### src/rtl/seg7_scan_ndigit.sv
`default_nettype none
// ============================================================================
// Module   : seg7_scan_ndigit
// Summary  : N-digit multiplexed BCD seven-segment scanner with frame-synchronous
//            shadow load, per-digit dp, ghost guard and pin polarity control.
//            Optional digit blink enabled by defining SEG7_BLINK_EN.
// Revision : 1.0 - initial release
// ============================================================================
module seg7_scan_ndigit #(
  parameter int NUM_DIGITS     = 4,
  parameter int REFRESH_DIV    = 100000,
  parameter int GHOST_GUARD    = 16,
  parameter int SEG_ACTIVE_LOW = 1,
  parameter int SEL_ACTIVE_LOW = 0
`ifdef SEG7_BLINK_EN
  ,
  parameter int BLINK_FRAMES   = 50
`endif
) (
  input  logic                    clk,
  input  logic                    rst_n,
  input  logic [4*NUM_DIGITS-1:0] bcd,
  input  logic [NUM_DIGITS-1:0]   dp_mask,
  input  logic                    load,
  output logic                    busy,
  output logic                    frame_done,
  output logic [6:0]              seg,
  output logic                    dp,
  output logic [NUM_DIGITS-1:0]   digit_sel
`ifdef SEG7_BLINK_EN
  ,
  input  logic [NUM_DIGITS-1:0]   blink_mask
`endif
);

  localparam int c_PW = $clog2(REFRESH_DIV);
  localparam int c_IW = (NUM_DIGITS > 1) ? $clog2(NUM_DIGITS) : 1;
  localparam logic [c_PW-1:0] c_PRESC_LAST = c_PW'(REFRESH_DIV - 1);
  localparam logic [c_IW-1:0] c_IDX_LAST   = c_IW'(NUM_DIGITS - 1);
  localparam logic [31:0]     c_ON_CYCLES  = 32'(REFRESH_DIV - GHOST_GUARD);
  localparam logic            c_SEG_INV    = (SEG_ACTIVE_LOW != 0);
  localparam logic            c_SEL_INV    = (SEL_ACTIVE_LOW != 0);

  generate
    if (NUM_DIGITS < 1 || NUM_DIGITS > 8) begin : g_bad_num_digits
      $error("seg7_scan_ndigit: NUM_DIGITS must be 1..8");
    end
    if (REFRESH_DIV < 2) begin : g_bad_refresh_div
      $error("seg7_scan_ndigit: REFRESH_DIV must be >= 2");
    end
    if (GHOST_GUARD < 0 || GHOST_GUARD >= REFRESH_DIV) begin : g_bad_ghost_guard
      $error("seg7_scan_ndigit: GHOST_GUARD must be 0..REFRESH_DIV-1");
    end
    if (SEG_ACTIVE_LOW < 0 || SEG_ACTIVE_LOW > 1 || SEL_ACTIVE_LOW < 0 || SEL_ACTIVE_LOW > 1)
    begin : g_bad_polarity
      $error("seg7_scan_ndigit: polarity parameters must be 0 or 1");
    end
  endgenerate

  logic [c_PW-1:0]         r_presc;
  logic [c_IW-1:0]         r_idx;
  logic                    r_pending;
  logic                    r_frame_done;
  logic [4*NUM_DIGITS-1:0] r_shadow_bcd;
  logic [NUM_DIGITS-1:0]   r_shadow_dp;
  logic [6:0]              r_seg;
  logic                    r_dp;
  logic [NUM_DIGITS-1:0]   r_sel;

  logic                    w_tick;
  logic                    w_boundary;
  logic                    w_sel_on;
  logic                    w_blank;
  logic                    w_mask_bit;
  logic [3:0]              w_nibble;
  logic                    w_dp_bit;
  logic [NUM_DIGITS-1:0]   w_sel_raw;
  logic [6:0]              w_seg_lit;
  logic                    w_dp_lit;

  assign w_tick     = (r_presc == c_PRESC_LAST);
  assign w_boundary = w_tick && (r_idx == c_IDX_LAST);
  assign w_sel_on   = (32'(r_presc) < c_ON_CYCLES);

  always_ff @(posedge clk or negedge rst_n) begin
    if (!rst_n) begin
      r_presc      <= '0;
      r_idx        <= '0;
      r_pending    <= 1'b0;
      r_frame_done <= 1'b0;
      r_shadow_bcd <= '1;
      r_shadow_dp  <= '0;
    end else begin
      r_presc <= w_tick ? '0 : r_presc + c_PW'(1);
      if (w_tick) begin
        r_idx <= (r_idx == c_IDX_LAST) ? '0 : r_idx + c_IW'(1);
      end
      // A load arriving on the boundary cycle itself is captured immediately.
      if (w_boundary) begin
        r_pending <= 1'b0;
        if (r_pending || load) begin
          r_shadow_bcd <= bcd;
          r_shadow_dp  <= dp_mask;
        end
      end else if (load) begin
        r_pending <= 1'b1;
      end
      r_frame_done <= w_boundary;
    end
  end

  always_comb begin
    w_nibble   = 4'hF;
    w_dp_bit   = 1'b0;
    w_mask_bit = 1'b0;
    w_sel_raw  = '0;
    for (int k = 0; k < NUM_DIGITS; k++) begin
      if (r_idx == c_IW'(k)) begin
        w_nibble     = r_shadow_bcd[k*4 +: 4];
        w_dp_bit     = r_shadow_dp[k];
        w_sel_raw[k] = w_sel_on;
`ifdef SEG7_BLINK_EN
        w_mask_bit   = blink_mask[k];
`endif
      end
    end
  end

`ifdef SEG7_BLINK_EN
  localparam int c_BW = $clog2(BLINK_FRAMES + 1);
  localparam logic [c_BW-1:0] c_BLINK_LAST = c_BW'(BLINK_FRAMES - 1);

  generate
    if (BLINK_FRAMES < 1) begin : g_bad_blink_frames
      $error("seg7_scan_ndigit: BLINK_FRAMES must be >= 1");
    end
  endgenerate

  logic [c_BW-1:0] r_blink_cnt;
  logic            r_blink_phase;

  always_ff @(posedge clk or negedge rst_n) begin
    if (!rst_n) begin
      r_blink_cnt   <= '0;
      r_blink_phase <= 1'b0;
    end else if (w_boundary) begin
      if (r_blink_cnt == c_BLINK_LAST) begin
        r_blink_cnt   <= '0;
        r_blink_phase <= ~r_blink_phase;
      end else begin
        r_blink_cnt <= r_blink_cnt + c_BW'(1);
      end
    end
  end

  assign w_blank = r_blink_phase && w_mask_bit;
`else
  assign w_blank = 1'b0 & w_mask_bit;
`endif

  always_comb begin
    case (w_nibble)
      4'd0:    w_seg_lit = 7'h3F;
      4'd1:    w_seg_lit = 7'h06;
      4'd2:    w_seg_lit = 7'h5B;
      4'd3:    w_seg_lit = 7'h4F;
      4'd4:    w_seg_lit = 7'h66;
      4'd5:    w_seg_lit = 7'h6D;
      4'd6:    w_seg_lit = 7'h7D;
      4'd7:    w_seg_lit = 7'h07;
      4'd8:    w_seg_lit = 7'h7F;
      4'd9:    w_seg_lit = 7'h6F;
      default: w_seg_lit = 7'h00;
    endcase
    if (w_blank) begin
      w_seg_lit = 7'h00;
    end
  end

  assign w_dp_lit = w_dp_bit && w_sel_on && !w_blank;

  // Pins are registered so the scan position and the pattern change together.
  always_ff @(posedge clk or negedge rst_n) begin
    if (!rst_n) begin
      r_seg <= {7{c_SEG_INV}};
      r_dp  <= c_SEG_INV;
      r_sel <= {NUM_DIGITS{c_SEL_INV}};
    end else begin
      r_seg <= w_seg_lit ^ {7{c_SEG_INV}};
      r_dp  <= w_dp_lit ^ c_SEG_INV;
      r_sel <= w_sel_raw ^ {NUM_DIGITS{c_SEL_INV}};
    end
  end

  assign busy       = r_pending;
  assign frame_done = r_frame_done;
  assign seg        = r_seg;
  assign dp         = r_dp;
  assign digit_sel  = r_sel;

endmodule
`default_nettype wire

### config.mk
export PLATFORM = sky130hd
export DESIGN_NAME = seg7_scan_ndigit
export DESIGN_NICKNAME = d
export VERILOG_FILES = /design/src/rtl/seg7_scan_ndigit.sv
export SDC_FILE = /design/constraint.sdc
export NUM_CORES = 1
export LEC_CHECK = 0
export CAP_MARGIN = 10
export CORE_MARGIN = 1.5
export CORE_UTILIZATION = 53
export DETAILED_ROUTE_END_ITERATION = 12
export PLACE_DENSITY = 0.78
export REMOVE_ABC_BUFFERS = 1
export SYNTH_ARGS = -nofsm -noshare
export SYNTH_HDL_FRONTEND = slang
export SYNTH_SLANG_ARGS = --single-unit
### constraint.sdc
create_clock -name clk -period 2.8 [get_ports clk]
set_input_delay 0.56 -clock clk [delete_from_list [all_inputs] [get_ports clk]]
set_output_delay 0.56 -clock clk [all_outputs]
set_load 0.02 [all_outputs]
======== Word-level counts from Yosys, hierarchy flattened ========
Memory sizes are Yosys's and may differ from the RTL's.
Index checks and enable logic that the tools add are counted.
operators by class
  $add $sub $neg .......................... 2
  magnitude comparators ................... 1
  equal/unequal tests ..................... 4
  multiplexer cells ....................... 16
  bitwise operators ....................... 2
  reductions and logical operators ........ 6
operators with widths
  cell                   number
  $add 17x1->17 const B  1
  $eq 17x17->1 const B   1
  $lt 17x17->1 const B   1
  $mux 17                1
  $mux 4                 4
  $mux 1                 10
  $not 7->7              1
  $eq 2x2->1 const B     2
  $add 2x1->2 const B    1
  $eq 2x1->1 const B     1
  $logic_and 1x1->1      2
  $logic_not 2->1        1
  $mux 2                 1
  $reduce_and 2->1       1
  $reduce_bool 2->1      1
  $logic_or 1x1->1       1
  $not 1->1              1
storage, ports and cells
  bits in registers ....................... 53
  bits in read-only memories .............. 112
  input bits .............................. 23
  output and inout bits ................... 14
  logic and storage cells ................. 41
  memories kept ........................... 1
memory list
  memory           depth  width  read ports  clocked after memory_dff  write ports  RTL line  source
  (no name shown)  16     7      1           0                         0            162       case (w_nibble)

======== Depth between registers and ports, before layout ========
Gate-level depths: netlist of the first run.
  depth after elaboration ................. 7
  gate-level depth with buffers ........... 11
  mapped depth without buffers ............ 10

======== Least setup slack after synthesis of the first run ========
No wires, ideal clock.
  path type ............................... flip-flop to flip-flop
  start point ............................. register r_idx[0]
  end point ............................... register r_seg[3], in the netlist seg[3]
  setup time .............................. 0.075 ns
  data arrival time ....................... 2.170 ns
  data required time ...................... 2.725 ns
  setup slack ............................. 0.555 ns
  stages on the path, launching flop included .. 10
  buffers on the path ..................... 1
  period minus slack after synthesis ...... 2.245 ns
  cells stage by stage .................... dfrtp_1 > ha_1 > buf_2 > nor3b_1 > a2111oi_2 > a221oi_2 > ha_1 > inv_1 > mux2_1 > a2bb2oi_1
between the ends
  cells in the longest elaborated chain, start to end .. 7
  elaborated cells on any way between the ends .. 10
  classes of those cells .................. 3 x eq/ne; 4 x mux; 1 x bitwise; 1 x reduce/logical; 1 x memory
ends and longest elaborated chain
  element                       RTL line  source
  from (decl)                   61        logic [c_IW-1:0] r_idx;
  from (signal assigned)        96        r_idx <= (r_idx == c_IDX_LAST) ? '0 : r_idx + c_IW'(1);
  $logic_not 2->1               118       if (r_idx == c_IW'(k)) begin
  $mux 4 (3 in series)          118
  $mux 4 *                      118
  $mem_v2 16x7 *                n/a
  $not 7->7 (no source line) *  n/a
  to (signal assigned)          185       r_seg <= {7{c_SEG_INV}};
  to (signal assigned)          189       r_seg <= w_seg_lit ^ {7{c_SEG_INV}};
  to (decl)                     66        logic [6:0] r_seg;
Mark *: on every way between the ends. The rest lies on a longest branch, timed or not.
A chain may end at the register's enable or synchronous reset.

======== Final worst setup path of the first run ========
  start point ............................. register r_idx[1]
  end point ............................... register r_seg[4], in the netlist seg[4]
Same word-level chain as after synthesis.

==> flow_metrics.env, run 1 <==
export IMPL_p_per_area_mw_per_mm2=439
export IMPL_cp_required_ns=3.03
export IMPL_endpoint_kind="register"
export IMPL_finalSetupViolCount=0
export IMPL_clock_sinks=53
export IMPL_ios=37
export IMPL_place_ws_ns=0.312
export IMPL_start_kind="register"
export IMPL_synth_cell_types=46
export IMPL_grtUsageTotal=0.185
export IMPL_cts_root_buf="clkbuf_8"
export IMPL_tightest_slew_ns=0.901
export IMPL_cp_arrival_ns=2.59
export IMPL_yosys_top_cells_count="dfrtp_1 (29), dfstp_2 (24), mux2_4 (16), nor2_1 (16), nand2_1 (14)"
export IMPL_core_area_mm2=0.00475
export IMPL_maxSlewHeadroom=0.399
export IMPL_route_detailed_drc=0
export IMPL_ff2ff_setup_slack_ns=0.44
export IMPL_ys_warn_count=0
export IMPL_synth_flop_cell="dfrtp_1"
export IMPL_path_class="reg2reg"
export IMPL_dr_pass1_iters=4
export IMPL_seq_area_frac_synth=0.515
export IMPL_hold_path_class="in2async"
export IMPL_synth_edf_count=0
export IMPL_cts_tree="yes"
export IMPL_dp_hpwl_um=3340
export IMPL_wl_per_cell_um=14.2
export IMPL_grt_pass1_vias=1681
export IMPL_synth_area_per_cell_um2=12.5
export IMPL_syn_inst=210
export IMPL_routed_via_density=5.22
export IMPL_grt_max_degree=44
export IMPL_overflow=0
export IMPL_die_y_um=73.5
export IMPL_die_area_mm2=0.00540
export IMPL_grt_pass1_wl_um=7760
export IMPL_status="completed"
export IMPL_die_w_um=73.5
export IMPL_post_synth_top_area_cell="dfrtp_1"
export IMPL_max_cap_violations=0
export IMPL_cts_setup_buffers=0
export IMPL_yosysMostFrequentCell="dfrtp_1"
export IMPL_synth_seq_cells=53
export IMPL_min_period_over_period=0.844
export IMPL_clock_skew_ns=0.00965
export IMPL_antenna_found_initial=0
export IMPL_cp_max_fo=11
export IMPL_p_leak_nw=1.31
export IMPL_detail_route_antenna_nets=0
export IMPL_async_flop_share=1.00
export IMPL_port_buffers=36
export IMPL_fin_crit_ns=2.36
export IMPL_netlist_top_cells_area="dfrtp_1 (28%), dfstp_2 (24%), mux2_4 (9.1%)"
export IMPL_syn_to_final_growth_pct=20.4
export IMPL_finalSetupTns_ns=0
export IMPL_fill_cells=381
export IMPL_postCtsHoldBufs=0
export IMPL_h_tree_depth=2
export IMPL_cts_buffer_depth=2
export IMPL_finish_net_count=287
export IMPL_synth_area_mm2=0.00263
export IMPL_place_congestion=0.808
export IMPL_finalMaxSlewViolations=0
export IMPL_num_rows=25
export IMPL_hold_viol=0
export IMPL_drtIter0Drc=77
export IMPL_clkLatencyLatePin_ns=0.29
export IMPL_grt_setup_unrepaired="false"
export IMPL_irDropWorstVdd_uv=244
export IMPL_clkTransAtPathRegs_ns=0.09
export IMPL_fin_ws_ns=0.438
export IMPL_numCtsBuffers=5
export IMPL_routed_wl_um=4580
export IMPL_diodes=0
export IMPL_vias=1680
export IMPL_synth_top_area_frac=0.276
export IMPL_drive_gt1_frac=0.278
export IMPL_max_freq_mhz=423
export IMPL_initial_core_util=0.553
## layout make-up
type,instances,area [um2],area share
Tap cell,67,83.8,0.0265
Sequential cell,53,1360,0.428
Multi-Input combinational cell,141,1190,0.376
Timing Repair Buffer,43,408,0.129
Clock buffer,8,90.1,0.0284
Inverter,10,37.5,0.0118
## metrics by stage
step           hold WS, ns  std cells   util  cell area, um2  power, mW
6_report             0.390        322  0.666            3170       1.39
5_1_grt              0.457        322  0.666            3170       1.46
4_1_cts              0.423        322  0.664            3160       1.41
3_5_place_dp         0.472        314  0.645            3070      0.981
3_3_place_gp         0.476        314  0.645            3070      0.979
2_1_floorplan        0.264        204      -            2570      0.900
## metal layers
metal  global-route usage  up-vias  wire (um)
li1                     -      816          -
met4               0.0391        0         37
met1                0.257      828       2130
met3               0.0343        4        169
met5                    0        -          0
met2                0.302       32       2240
## path summary, 6_finish.rpt
| path | from | end | depth (start not counted) |
|---|---|---|---|
| worst max-delay path | r_idx[1] | seg[4] | 8 |
| worst min-delay path | rst_n | busy | 1 |
| worst max register to register | r_idx[1] | seg[4] | 8 |
| worst min register to register | r_presc[0] | r_presc[0] | 1 |
| max in group asynchronous | rst_n | r_shadow_bcd[3] | 2 |
| min in group clk | r_presc[0] | r_presc[0] | 1 |
## power by group
| group | internal [mW] | leakage [nW] | switching (mW) | total [mW] |
|---|---|---|---|---|
| logic | 0.0828 | 0.639 | 0.0618 | 0.145 |
| registers | 0.808 | 0.627 | 0.0143 | 0.822 |
| clock network | 0.202 | 0.0455 | 0.221 | 0.423 |
## critical path, cell delays in order (launching register included)
cell and delay (ns):
dfrtp_1 0.42, inv_1 0.10, ha_1 0.38, nor3b_1 0.11, a2111oi_2 0.49, a221oi_4 0.12, ha_1 0.24, mux2_2 0.27
a2bb2oi_1 0.16
## registers in the layout, summed over array words and instances (netlist names)
| signal | count |
|---|---|
| r_idx | 2 |
| r_presc | 17 |
| frame_done | 1 |
| seg | 7 |
| r_shadow_bcd | 16 |
| dp | 1 |
| busy | 1 |
| r_shadow_dp | 4 |
| digit_sel | 4 |
## layout by cell type (no fill, tap or decap), types with 3 or more instances in the layout
master,synthesis,layout
mux2_2,4,4
dfstp_2,24,24
ha_1,10,10
nor3b_1,4,4
dfrtp_1,29,29
inv_1,10,10
nor2_1,16,16
a21oi_1,10,10
mux2_4,16,16
clkbuf_8,0,6
xor2_1,7,7
nor2b_1,6,6
xnor2_1,9,9
a2bb2oi_1,3,3
nand3_1,5,5
nand2_1,14,14
nand4_1,4,4
buf_4,1,7
clkdlybuf4s50_1,0,35
o21ai_0,6,6
## cell families after synthesis
kind of cell / after synthesis / synth area share
flops: 53 / 0.515
simple gates: 65 / 0.151
xor+xnor: 16 / 0.0533
compound gates: 29 / 0.0846
buf+inv: 16 / 0.0357
mux: 21 / 0.113
fa+ha+maj: 10 / 0.0476
## timing repair
item                                   CTS  global route
resized for setup                        0             1
setup endpoints to repair                0             2
endpoints found under the hold margin    0             0
Note: power is estimated with default switching activity, not from simulation.
==> run 2, diff against run 1 <==
==> constraint.sdc (replaced) <==
create_clock -name clk -period 2.2 [get_ports clk]
set_input_delay 0.44 -clock clk [delete_from_list [all_inputs] [get_ports clk]]
set_output_delay 0.44 -clock clk [all_outputs]
set_load 0.02 [all_outputs]
==> run 2 against run 1 <==
  * Largest power group unchanged
  * Combinational power is 40% higher
  * Largest cell class unchanged
  * Die area stayed put
  * Worst setup slack worse by 0.32 ns
  * Global-route usage is 2.0 points higher
  * Clock skew is 0.00065 ns higher
  * Sequential share of layout area is 2.1 points lower
  * Highest routed layer unchanged
==> flow_metrics.env, run 2 (synthesis gave the netlist of run 1 again) <==
export IMPL_status="completed"
export IMPL_cts_root_buf="clkbuf_8"
export IMPL_placed_cells=322
export IMPL_grtUsageTotal=0.205
export IMPL_wl_met2_um=2260
export IMPL_numCtsBuffers=5
export IMPL_p_per_area_mw_per_mm2=540
export IMPL_num_rows=25
export IMPL_diodes=0
export IMPL_cts_buffer_depth=2
export IMPL_met3RoutedLength_um=143
export IMPL_utilization=0.702
export IMPL_dr_pass1_iters=4
export IMPL_detail_route_antenna_nets=0
export IMPL_finalNonFillerCells=330
export IMPL_reg2reg_to="seg[5]"
export IMPL_route_detailed_drc=0
export IMPL_largest_register="r_presc"
export IMPL_routed_via_density=5.18
export IMPL_fill_cells=349
export IMPL_final_common_cell="clkdlybuf4s50_1"
export IMPL_clock_sinks=53
export IMPL_clock_skew_ns=0.0103
export IMPL_dp_hpwl_um=3500
export IMPL_place_congestion=0.813
export IMPL_routedLengthMet1_um=2390
export IMPL_cp_max_fo=8
export IMPL_max_freq_mhz=480
export IMPL_grt_pass1_vias=1710
export IMPL_die_area_mm2=0.00540
export IMPL_port_buffers=36
export IMPL_hold_path_class="in2async"
export IMPL_fin_crit_ns=2.08
export IMPL_die_w_um=73.5
export IMPL_hold_viol=0
export IMPL_maxSlewHeadroom=0.598
export IMPL_ff2ff_setup_slack_ns=0.12
export IMPL_path_class="reg2reg"
export IMPL_finalSetupViolCount=0
export IMPL_tightest_slew_ns=0.599
export IMPL_reg2reg_depth=10
export IMPL_initial_core_util=0.553
export IMPL_highest_layer="met4"
export IMPL_endpoint_kind="register"
export IMPL_die_y_um=73.5
export IMPL_grt_max_degree=29
export IMPL_clkLatencyLatePin_ns=0.31
export IMPL_vias=1709
export IMPL_h_tree_depth=2
export IMPL_ios=37
export IMPL_drive_gt1_frac=0.361
export IMPL_rr_startpoint="r_idx[1]"
export IMPL_largest_reg_flops=17
export IMPL_max_cap_violations=0
export IMPL_finish_net_count=295
export IMPL_p_leak_nw=1.37
export IMPL_wl_per_cell_um=14.9
export IMPL_min_period_over_period=0.947
export IMPL_start_kind="register"
export IMPL_drtIter0Drc=100
export IMPL_clkTransAtPathRegs_ns=0.09
export IMPL_irDropWorstVdd_uv=368
export IMPL_overflow=0
export IMPL_crit_start="r_idx[1]"
export IMPL_routed_wl_um=4930
export IMPL_finalMaxSlewViolations=0
export IMPL_cp_arrival_ns=2.32
export IMPL_multi_input_area_mm2=0.00127
export IMPL_core_area_mm2=0.00475
export IMPL_final_cell_mix="clkdlybuf4s50_1 (35), dfrtp_1 (28), dfstp_2 (24)"
export IMPL_cp_required_ns=2.44
export IMPL_grt_pass1_wl_um=8360
export IMPL_regArea_mm2=0.00136
export IMPL_antenna_found_initial=0
export IMPL_syn_to_final_growth_pct=26.8
export IMPL_cts_tree="yes"
## run 2: timing repair
| action | in CTS | in global routing |
|---|---|---|
| hold buffers | 0 | 0 |
| gates resized for setup | 2 | 18 |
| setup buffers | 0 | 0 |
| pin swaps | 0 | 2 |
| endpoints found under the setup margin | 3 | 7 |
## run 2: per-layer routing
layer  vias up  global-route usage
met5         -                   0
met1       831               0.286
met2        30               0.310
li1        834                   -
met3        14              0.0370
met4         0              0.0926
## run 2: worst max-delay path by stage
stage / to / depth (start not counted)
floorplan: r_shadow_dp[0] / 5
global placement: seg[4] / 8
detailed placement: seg[0] / 9
CTS: seg[3] / 9
global route: seg[5] / 10
finish: seg[5] / 10
## run 2: final cells by class
type | instances | area share
tap | 67 | 0.0251
clock buffer | 8 | 0.0270
multi-input combinational | 141 | 0.382
inverter | 10 | 0.0113
sequential | 53 | 0.407
timing repair buffer | 51 | 0.148
## run 2: report_power, final
group          total [mW]  switching (mW)  internal, mW
clock               0.552           0.295         0.257
sequential           1.05          0.0178          1.03
combinational       0.203          0.0875         0.115
total                1.80           0.400          1.40
## run 2: through the flow
stage | power (mW) | setup TNS [ns] | setup WS, ns | area [um2] | hold slack, ns
after floorplan | 1.15 | -1.66 | -0.177 | 2570 | 0.144
after global placement | 1.25 | 0 | 0.132 | 3150 | 0.470
after detailed placement | 1.25 | -0.0146 | -0.00806 | 3150 | 0.475
after CTS | 1.81 | 0 | 0.0175 | 3260 | 0.134
after global routing | 1.89 | -0.0206 | -0.0176 | 3340 | 0.152
final | 1.80 | 0 | 0.117 | 3340 | 0.121
## run 2: worst max-delay path: stages, from the launching register on
cell and delay [ns]:
dfrtp_1 0.40, inv_2 0.08, ha_4 0.18, buf_4 0.16
nor2b_1 0.13, a21oi_1 0.15, a21oi_1 0.14, buf_4 0.17
ha_1 0.18, mux2_2 0.27, a21oi_1 0.14
==> run 3, diff against run 2 <==
--- a/config.mk
+++ b/config.mk
@@ -11,6 +11,7 @@
 export DETAILED_ROUTE_END_ITERATION = 12
 export PLACE_DENSITY = 0.78
 export REMOVE_ABC_BUFFERS = 1
+export SETUP_SLACK_MARGIN = 0.1
 export SYNTH_ARGS = -nofsm -noshare
 export SYNTH_HDL_FRONTEND = slang
 export SYNTH_SLANG_ARGS = --single-unit
==> run 3 against run 2 <==
  * Flip-flop and latch count unchanged
  * Worst hold slack got worse by 0.0037 ns
  * Sequential power about the same
  * Clock skew rose by 0.00091 ns
  * Wire length is 14% higher
  * Cell count increased by 1.5%
  * Non-clock buffer count grew 5
  * Largest cell class is now multi-input gates
  * Clock-buffer cell count unchanged
  * Clock power rose by 1%
  * Critical path type unchanged
  * Power is 1.4% higher
==> flow_metrics.env, run 3 (synthesis gave the netlist of run 1 again) <==
export IMPL_num_rows=25
export IMPL_overflow=0
export IMPL_cts_buffer_depth=2
export IMPL_min_period_over_period=0.939
export IMPL_p_per_area_mw_per_mm2=521
export IMPL_wl_per_cell_um=16.8
export IMPL_hold_path_class="in2async"
export IMPL_total_power_mw=1.83
export IMPL_finalMaxSlewViolations=0
export IMPL_clock_sinks=53
export IMPL_fin_ws_ns=0.133
export IMPL_finalSetupViolCount=0
export IMPL_ios=37
export IMPL_largest_register="r_presc"
export IMPL_final_common_cell="clkdlybuf4s50_1"
export IMPL_grt_pass1_wl_um=8580
export IMPL_place_ws_ns=-0.00806
export IMPL_clkLatencyLatePin_ns=0.31
export IMPL_grt_max_degree=29
export IMPL_reg2reg_depth=10
export IMPL_numCtsBuffers=5
export IMPL_postCtsHoldBufs=0
export IMPL_irDropWorstVdd_uv=425
export IMPL_routed_wl_um=5630
export IMPL_die_y_um=73.5
export IMPL_finish_net_count=300
export IMPL_status="completed"
export IMPL_slowest_stage="dfrtp_1"
export IMPL_cp_required_ns=2.45
export IMPL_cp_max_fo=8
export IMPL_grt_setup_unrepaired="true"
export IMPL_route_detailed_drc=0
export IMPL_path_class="reg2reg"
export IMPL_h_tree_depth=2
export IMPL_grtUsageTotal=0.210
export IMPL_core_area_mm2=0.00475
export IMPL_drtIter0Drc=113
export IMPL_clkTransAtPathRegs_ns=0.09
export IMPL_final_cell_mix="clkdlybuf4s50_1 (35), dfrtp_1 (28), dfstp_2 (24)"
export IMPL_max_freq_mhz=484
export IMPL_crit_family="flip-flops"
export IMPL_worstSetupPathDepth=10
export IMPL_fin_crit_ns=2.07
export IMPL_dp_hpwl_um=3500
export IMPL_largest_reg_flops=17
export IMPL_path_cells="inv_2 -> ha_4 -> buf_6 -> nor2b_1 -> a21oi_2 -> a21oi_2 -> buf_4 -> ha_2 -> mux2_4 -> a2bb2oi_2"
export IMPL_syn_to_final_growth_pct=33.3
export IMPL_cts_root_buf="clkbuf_8"
export IMPL_maxSlewHeadroom=0.602
export IMPL_cp_buffers_inverters=3
export IMPL_p_leak_nw=1.43
export IMPL_die_area_mm2=0.00540
export IMPL_detail_route_antenna_nets=0
export IMPL_cpMostUsedCell="a21oi_2"
export IMPL_routed_via_density=5.28
export IMPL_drive_gt1_frac=0.403
export IMPL_initial_core_util=0.553
export IMPL_fill_cells=305
export IMPL_dr_pass1_iters=4
export IMPL_clock_skew_ns=0.0112
export IMPL_diodes=0
export IMPL_start_kind="register"
export IMPL_endpoint_kind="register"
export IMPL_cts_tree="yes"
export IMPL_grt_pass1_vias=1750
export IMPL_port_buffers=36
export IMPL_max_cap_violations=0
export IMPL_slowest_delay_ns=0.44
export IMPL_tightest_slew_ns=0.593
export IMPL_die_w_um=73.5
export IMPL_place_congestion=0.813
export IMPL_hold_viol=0
export IMPL_antenna_found_initial=0
export IMPL_cp_arrival_ns=2.31
export IMPL_vias=1770
export IMPL_hold_ws_ns=0.117
==> run 3: power breakdown <==
group | total, mW | switching (mW) | internal [mW]
clock network | 0.560 | 0.303 | 0.257
registers | 1.05 | 0.0193 | 1.03
logic | 0.218 | 0.0930 | 0.125
total | 1.83 | 0.415 | 1.41
==> run 3: path summary, 6_finish.rpt <==
| kind | startpoint | endpoint | slack (ns) |
|---|---|---|---|
| setup / recovery | r_idx[1] | seg[4] | 0.13 |
| setup reg to reg | r_idx[1] | seg[4] | 0.13 |
| min in group clk | r_presc[0] | r_presc[0] | 0.50 |
| hold / removal | rst_n | r_presc[4] | 0.12 |
| max in group asynchronous | rst_n | r_shadow_bcd[1] | 1.45 |
| hold reg to reg | r_presc[0] | r_presc[0] | 0.50 |
==> run 3: layout make-up <==
| type | count | area [um2] | area share |
|---|---|---|---|
| Multi-Input combinational cell | 141 | 1380 | 0.394 |
| Sequential cell | 53 | 1360 | 0.387 |
| Timing Repair Buffer | 56 | 556 | 0.158 |
| Clock buffer | 8 | 90.1 | 0.0257 |
| Tap cell | 67 | 83.8 | 0.0239 |
| Inverter | 10 | 40.0 | 0.0114 |
==> run 3: per-stage QoR <==
step                      std cells  utilization  TNS (ns)  cell area (um2)
after floorplan                 204            -     -1.66             2570
after global placement          322        0.663         0             3150
after detailed placement        322        0.663   -0.0146             3150
after CTS                       330        0.697         0             3320
after global routing            335        0.738         0             3510
final                           335        0.738         0             3510
==> run 3: what timing repair did <==
action                                  CTS  global route
setup buffers                             0             4
endpoints found under the setup margin    6            21
endpoints found under the hold margin     0             0
cloned                                    0             1
resized for setup                        16            26
pin swaps                                 5             9
==> run 3: per-layer routing <==
metal  global-route usage  up-vias  part of all wire
li1                     -      844                 -
met1                0.290      865              0.44
met2                0.325       49              0.50
met3               0.0384       12             0.035
met4               0.0885        0             0.027
met5                    0        -                 0
